==> src/rtl/mpei_apb_arb_pkg.sv <==
// mpei_apb_arb_pkg: shared types and default widths for the two-master APB arbiter
package mpei_apb_arb_pkg;
  typedef enum logic [1:0] {IDLE, SETUP, ACCESS} state_t;
  typedef logic gidx_t;
  localparam int ADDR_W_DEF = 32;
  localparam int DATA_W_DEF = 32;
  localparam int TO_W_DEF = 8;
  localparam int TO_CYC_DEF = 255;
endpackage

==> src/rtl/mpei_rr_arb2.sv <==
// mpei_rr_arb2: two-requester round-robin picker, the master that did not win last time wins a tie
module mpei_rr_arb2
  import mpei_apb_arb_pkg::*;
(
  input  logic [1:0] req,
  input  logic       last,
  output logic [1:0] gnt
);
  gidx_t lst;
  always_comb begin
    lst = last;
    gnt = (&req) ? (lst ? 2'b01 : 2'b10) : req;
  end
endmodule

==> src/rtl/mpei_apb_arb.sv <==
// mpei_apb_arb: two-master APB3 arbiter, round-robin grant with a registered SETUP/ACCESS relaunch
// Optional ACCESS timeout enabled by defining MPEI_APB_ARB_TIMEOUT_EN.
module mpei_apb_arb
  import mpei_apb_arb_pkg::*;
#(
  parameter int ADDR_W = ADDR_W_DEF,
  parameter int DATA_W = DATA_W_DEF,
  parameter int TO_W   = TO_W_DEF,
  parameter int TO_CYC = TO_CYC_DEF
)(
  input  logic              clk_i,
  input  logic              rstn_i,
  input  logic              m0_psel,
  input  logic              m0_penable,
  input  logic [ADDR_W-1:0] m0_paddr,
  input  logic              m0_pwrite,
  input  logic [DATA_W-1:0] m0_pwdata,
  output logic [DATA_W-1:0] m0_prdata,
  output logic              m0_pready,
  output logic              m0_pslverr,
  input  logic              m1_psel,
  input  logic              m1_penable,
  input  logic [ADDR_W-1:0] m1_paddr,
  input  logic              m1_pwrite,
  input  logic [DATA_W-1:0] m1_pwdata,
  output logic [DATA_W-1:0] m1_prdata,
  output logic              m1_pready,
  output logic              m1_pslverr,
  output logic              s_psel,
  output logic              s_penable,
  output logic [ADDR_W-1:0] s_paddr,
  output logic              s_pwrite,
  output logic [DATA_W-1:0] s_pwdata,
  input  logic [DATA_W-1:0] s_prdata,
  input  logic              s_pready,
  input  logic              s_pslverr,
  output logic [1:0]        grant_o,
  output logic              timeout_o
);
  state_t     state;
  gidx_t      rr_last;
  logic [1:0] gnt;
  logic       done, to_hit;
  logic       unused_pen;
  assign unused_pen = ^{m0_penable, m1_penable};
  mpei_rr_arb2 u_rr (.req({m1_psel, m0_psel}), .last(rr_last), .gnt(gnt));
`ifdef MPEI_APB_ARB_TIMEOUT_EN
  logic [TO_W-1:0] to_cnt;
  assign to_hit = (state == ACCESS) && !s_pready && (to_cnt == TO_W'(TO_CYC));
  always_ff @(posedge clk_i or negedge rstn_i)
    if (!rstn_i) to_cnt <= '0;
    else if (state == SETUP) to_cnt <= '0;
    else if (state == ACCESS && !s_pready && !to_hit) to_cnt <= to_cnt + 1'b1;
`else
  localparam int unused_to = TO_W + TO_CYC;
  assign to_hit = 1'b0;
`endif
  assign done       = (state == ACCESS) && (s_pready || to_hit);
  assign timeout_o  = to_hit;
  assign m0_pready  = done && grant_o[0];
  assign m1_pready  = done && grant_o[1];
  assign m0_pslverr = m0_pready && (s_pslverr || to_hit);
  assign m1_pslverr = m1_pready && (s_pslverr || to_hit);
  assign m0_prdata  = (m0_pready && !to_hit) ? s_prdata : '0;
  assign m1_prdata  = (m1_pready && !to_hit) ? s_prdata : '0;
  always_ff @(posedge clk_i or negedge rstn_i)
    if (!rstn_i) begin
      state     <= IDLE;
      rr_last   <= 1'b1;
      grant_o   <= '0;
      s_psel    <= 1'b0;
      s_penable <= 1'b0;
      s_paddr   <= '0;
      s_pwrite  <= 1'b0;
      s_pwdata  <= '0;
    end else begin
      case (state)
        IDLE:
          if (|gnt) begin
            state    <= SETUP;
            grant_o  <= gnt;
            rr_last  <= gnt[1];
            s_psel   <= 1'b1;
            s_paddr  <= gnt[1] ? m1_paddr  : m0_paddr;
            s_pwrite <= gnt[1] ? m1_pwrite : m0_pwrite;
            s_pwdata <= gnt[1] ? m1_pwdata : m0_pwdata;
          end
        SETUP: begin
          state     <= ACCESS;
          s_penable <= 1'b1;
        end
        ACCESS:
          if (done) begin
            state     <= IDLE;
            grant_o   <= '0;
            s_psel    <= 1'b0;
            s_penable <= 1'b0;
          end
        default: state <= IDLE;
      endcase
    end
endmodule

==> config.mk <==
export PLATFORM = sky130hd
export DESIGN_NAME = mpei_apb_arb
export DESIGN_NICKNAME = d
export VERILOG_FILES = /design/src/rtl/mpei_apb_arb_pkg.sv /design/src/rtl/mpei_rr_arb2.sv /design/src/rtl/mpei_apb_arb.sv
export SDC_FILE = /design/constraint.sdc
export NUM_CORES = 1
export LEC_CHECK = 0
export CAP_MARGIN = 25
export CORE_ASPECT_RATIO = 0.8
export CORE_MARGIN = 2
export CORE_UTILIZATION = 31
export CTS_BUF_LIST = sky130_fd_sc_hd__clkbuf_16
export DETAILED_ROUTE_END_ITERATION = 16
export GPL_ROUTABILITY_DRIVEN = 0
export PLACE_DENSITY_LB_ADDON = 0.15
export SKIP_LAST_GASP = 1
export SYNTH_ARGS = -nofsm -noshare
export SYNTH_HDL_FRONTEND = slang
export SYNTH_SLANG_ARGS = --single-unit
==> constraint.sdc <==
create_clock -name clk_i -period 1.8 [get_ports clk_i]
set_clock_uncertainty 0.2 [all_clocks]
set_input_delay 0.45 -clock clk_i [delete_from_list [all_inputs] [get_ports clk_i]]
set_output_delay 0.45 -clock clk_i [all_outputs]
set_load 0.05 [all_outputs]
== Word-level counts from Yosys, hierarchy flattened ==
Cells that the tools add are included.

* Bits in registers: 72
* Input bits: 170
* Output and inout port bits: 138
* Word-level logic and storage cells: 42

* Equality and inequality tests: 4
* Muxes and demuxes: 16
* Reductions and logical operators: 14

{| class="wikitable"
|+ Operators with widths
! kind !! number
|-
| 32-bit two-way mux || 4
|-
| 2-bit two-way mux || 5
|-
| 2-bit AND reduction || 4
|-
| 2-bit case mux with 3 select lines || 1
|-
| 1-bit logical AND || 5
|-
| 2-bit inequality test, second input constant || 2
|-
| 1-bit case mux with 2 select lines || 2
|-
| 2-bit case mux with 2 select lines || 1
|-
| 2-bit nonzero test || 2
|-
| 1-bit two-way mux || 3
|-
| 3-bit AND reduction || 1
|-
| 2-bit by 1-bit equality test with 1-bit output, second input constant || 1
|-
| 2-bit equality test, second input constant || 1
|-
| 2-bit logical NOT || 1
|-
| 2-bit OR reduction || 1
|}

== Longest topological paths before layout ==
* Word-level depth: 5
* Mapped depth: 6
* Mapped depth without buffers: 4

== Cells and area by module ==
From an unflattened synthesis, not the netlist that was laid out.

* Cell total of the unflattened synthesis: 317
* Area total of the unflattened synthesis: 4251.6 um2

{| class="wikitable"
|+ By module, submodules not included
! module !! instances !! cells each !! area an instance (um2)
|-
| mpei_apb_arb || 1 || 314 || 4232.8
|-
| mpei_rr_arb2 || 1 || 3 || 18.8
|}

== Worst setup path after synthesis ==
No wires, ideal clock.

* Kind: reg2out
* Start: register grant_o[0]
* End: output port m0_prdata[22]
* Data arrival time: 2.060 ns
* Required time: 1.150 ns
* Setup slack: -0.910 ns
* Stages on the path, launching flop included: 5
* Cell sequence: dfrtp_1 > inv_1 > nor2_1 > clkbuf_1 > and2_1

* Cells in the longest elaborated chain, start to end: 2

{| class="wikitable"
|+ RTL lines
! element !! line !! RTL
|-
| start, declared || mpei_apb_arb.sv:37 || <nowiki>output logic [1:0] grant_o,</nowiki>
|-
| start signal, assigned || mpei_apb_arb.sv:81 || <nowiki>grant_o <= gnt;</nowiki>
|-
| 1-bit logical AND || mpei_apb_arb.sv:60 || <nowiki>assign m0_pready = done && grant_o[0];</nowiki>
|-
| via m0_pready || mpei_apb_arb.sv:19 || <nowiki>output logic m0_pready,</nowiki>
|-
| 32-bit two-way mux || mpei_apb_arb.sv:64 || <nowiki>assign m0_prdata = (m0_pready && !to_hit) ? s_prdata : '0;</nowiki>
|-
| end, declared || mpei_apb_arb.sv:18 || <nowiki>output logic [DATA_W-1:0] m0_prdata,</nowiki>
|}

The timed path passes the listed nets, and every way through them passes these cells.

== Final worst setup path ==
* Start: register state[0]
* End: output port m1_prdata[26]

* Cells in the longest elaborated chain, start to end: 4

{| class="wikitable"
|+ RTL lines
! element !! line !! RTL
|-
| start, declared || mpei_apb_arb.sv:40 || <nowiki>state_t state;</nowiki>
|-
| start signal, assigned || mpei_apb_arb.sv:68 || <nowiki>state <= IDLE;</nowiki>
|-
| start signal, assigned || mpei_apb_arb.sv:80 || <nowiki>state <= SETUP;</nowiki>
|-
| start signal, assigned || mpei_apb_arb.sv:89 || <nowiki>state <= ACCESS;</nowiki>
|-
| 2-bit equality test || mpei_apb_arb.sv:58 || <nowiki>assign done = (state == ACCESS) && (s_pready || to_hit);</nowiki>
|-
| 1-bit logical AND || mpei_apb_arb.sv:58 ||
|-
| 1-bit logical AND || mpei_apb_arb.sv:61 || <nowiki>assign m1_pready = done && grant_o[1];</nowiki>
|-
| 32-bit two-way mux || mpei_apb_arb.sv:65 || <nowiki>assign m1_prdata = (m1_pready && !to_hit) ? s_prdata : '0;</nowiki>
|-
| end, declared || mpei_apb_arb.sv:26 || <nowiki>output logic [DATA_W-1:0] m1_prdata,</nowiki>
|}

No other way between the ends.

==> run_results.csv <==
group,metric,value,unit
outcome,status,"finished with violations",
outcome,violations,"negative setup slack",
die,core_area,12900,um2
yosys,synthFlopType,"dfrtp_1",
yosys,syn_avg_cell_area,13.2,um2
critical_path,worstPathArrival,1.80,ns
power,power,0.0178,W
critical_path,r2r_start,"rr_last",
sta,finalHoldViolations,0,
sta,period_needed,2.45,ns
route,vias,3967,
sta,hold_ws,0.343,ns
job,maxCapViolations,0,
placement,place_ws,-0.652,ns
critical_path,crit_path_cell_trace,"nand3b_1 > buf_6 > nor2_4 > buf_6 > buf_12 > buf_16 > and2_4 > buf_12",
global_routing,grt_use_total,25.5,%
final_layout,fill_cells,655,
die,num_rows,37,
yosys,synth_top_area_share,43.0,%
die,die_h,107,um
sta,setup_tns,-49.32,ns
route,viasPerCell,4.62,
die,start_util,32.0,%
sta,max_freq,408,MHz
power,ir_worst_vdd,1.10,mV
die,die_x,133,um
die,fp.dieArea,14300,um2
clocking,clock_path_buffers,2,
yosys,yosysTopAreaCell,"dfrtp_1",
yosys,synth_seq_cells,72,
worst_hold_path,hold-path-cell-count,2,
route,firstDrtPassIters,4,
clocking,cts_tree,"yes",
global_routing,antenna_found_initial,2,
global_routing,overflow,0,
yosys,ys_types,21,
yosys,seq_area_frac_synth,43.6,%
clocking,htreeDepth,3,
global_routing,grt_pass1_wl,27200,um
final_layout,area_delta_synth_final,157,%
sta,setup_ws,-0.653,ns
worst_hold_path,worstHoldStart,"rr_last",
critical_path,cp_max_fo,5,
worst_hold_path,hold_class,"reg -> reg",
yosys,synth_nets,484,
route,dr.first_iter.drc_count,134,
final_layout,multi_input_area,2670,um2
clocking,clkTransAtPathRegs,0.06,ns
placement,place_hpwl,11700,um
global_routing,grt_pass1_vias,4443,
critical_path,cp_slowest_cell,"dfrtp_1",
power,power_density,1680,nW/um2
critical_path,slowest_delay,0.39,ns
yosys,synth_area_leaders,"dfrtp_1, mux2_2, mux2_4",
die,ios,308,
final_layout,final_nets,848,
critical_path,crit_path_end_kind,"output pin",
critical_path,cp.required,1.15,ns
yosys,synth_most_common_cell,"mux2_2",
sta,post-route-period-util,136,%
global_routing,grt_max_degree,73,
yosys,syn_inst,314,
critical_path,r2r_cells,5,
placement,port_buffers,304,
clocking,cts.sinks,72,
sta,rsz0062_at_grt,"true",
clocking,cts_root_buf,"clkbuf_16",
critical_path,ff2ff_setup_slack,-0.17,ns
yosys,netlist_area,4130,um2
sta,slew_viol_final,0,
final_layout,seqCellArea,1810,um2
final_layout,drive_above_1_share,62.5,%
route,routedWlPerCell,21.5,um
critical_path,crit_type,"reg -> out",
route,drcViolationCount,0,
route,postRouteAntennaNets,0,
clocking,cts_buffers,9,
yosys,async_flop_share,100,%
power,power_leakage,4.83,nW
yosys,synth-edff-count,0,
yosys,synth_top_cells_by_count,"mux2_2, dfrtp_1, and2_1",
yosys,yosys_warnings,0,
clocking,clk_latency,0.33,ns
critical_path,startpoint,"state[0]",
sta,setup_viol,133,
route,drt-total-wl,18500,um
critical_path,startpoint_type,"register",
## sequential cells by signal (all words and copies together) (netlist names)
register	cells
s_psel	1
grant_o	2
s_pwrite	1
s_penable	1
s_pwdata	32
s_paddr	32
state	2
rr_last	1
## worst max-delay path, delay by kind of cell (launching register included)
kind | cells | cell delay, ns
buffers and inverters | 5 | 0.62
and+or+nand+nor | 3 | 0.46
DFF | 1 | 0.39
## power breakdown
group	internal (W)	leakage, nW	switching (W)
Clock	0.00122	0.157	0.000734
Combinational	0.00689	3.83	0.00552
Sequential	0.00248	0.838	0.000951
Total	0.0106	4.83	0.00721
## metrics by stage
stage | cell area (um2) | instances | util (%)
4_1_cts | 10500 | 858 | 81.1
3_5_place_dp | 9070 | 793 | 70.3
3_3_place_gp | 9070 | 793 | 70.3
6_report | 10600 | 859 | 82.1
2_1_floorplan | 4380 | 314 | -
5_1_grt | 10600 | 858 | 82.1
## cell usage in the layout, fill, tap and decap left out, types with 4 or more instances in the layout
cell type / instances
buf_12: 155
clkbuf_16: 13
and2_4: 66
clkdlybuf4s50_1: 163
inv_1: 5
nand2_1: 4
buf_6: 19
dfrtp_1: 69
mux2_4: 126
mux2_2: 4
buf_4: 15
buf_16: 12
## area by class of cell
class,instances,area share [%]
multi-input cells,215,25.2
well taps,175,2.07
clock buffers,9,2.12
clock inverters,7,0.897
flip-flops and latches,72,17.0
inverters,6,0.260
diodes,1,0.0236
repair buffers,374,52.4
## cells by family (layout without fill, tap and decap cells)
kind of cell | Yosys count | after routing | synth area share, %
AO/OA/AOI/OAI | 7 | 7 | 1.24
buffers and inverters | 27 | 396 | 3.76
flip-flops | 72 | 72 | 43.6
multiplexers | 132 | 132 | 40.3
other | 1 | 2 | 0.0908
AND/OR/NAND/NOR | 75 | 75 | 11.0
## path summary, 6_finish.rpt
check                                      to
max in group asynchronous             rr_last
worst max-delay path            m1_prdata[26]
worst max register to register    s_paddr[17]
worst min register to register        rr_last
worst min-delay path                  rr_last
min in group asynchronous         s_paddr[12]
## timing repair
item                       4_1_cts  5_1_grt
resized for setup               90       54
cloned                          18        4
pin swaps                       19        5
hold buffers                     1        0
hold endpoints to repair        71        0
setup endpoints to repair      133      137
setup buffers                   32        9
## layer usage
metal  up-vias  wire, um  GRT usage, %
met5         -        14             0
met4         2       584          9.14
met3        38      1410          7.96
met2       185      9850          47.7
met1      1930      6650          27.1
li1       1812         -             -
(Power assumes the default switching activity.)
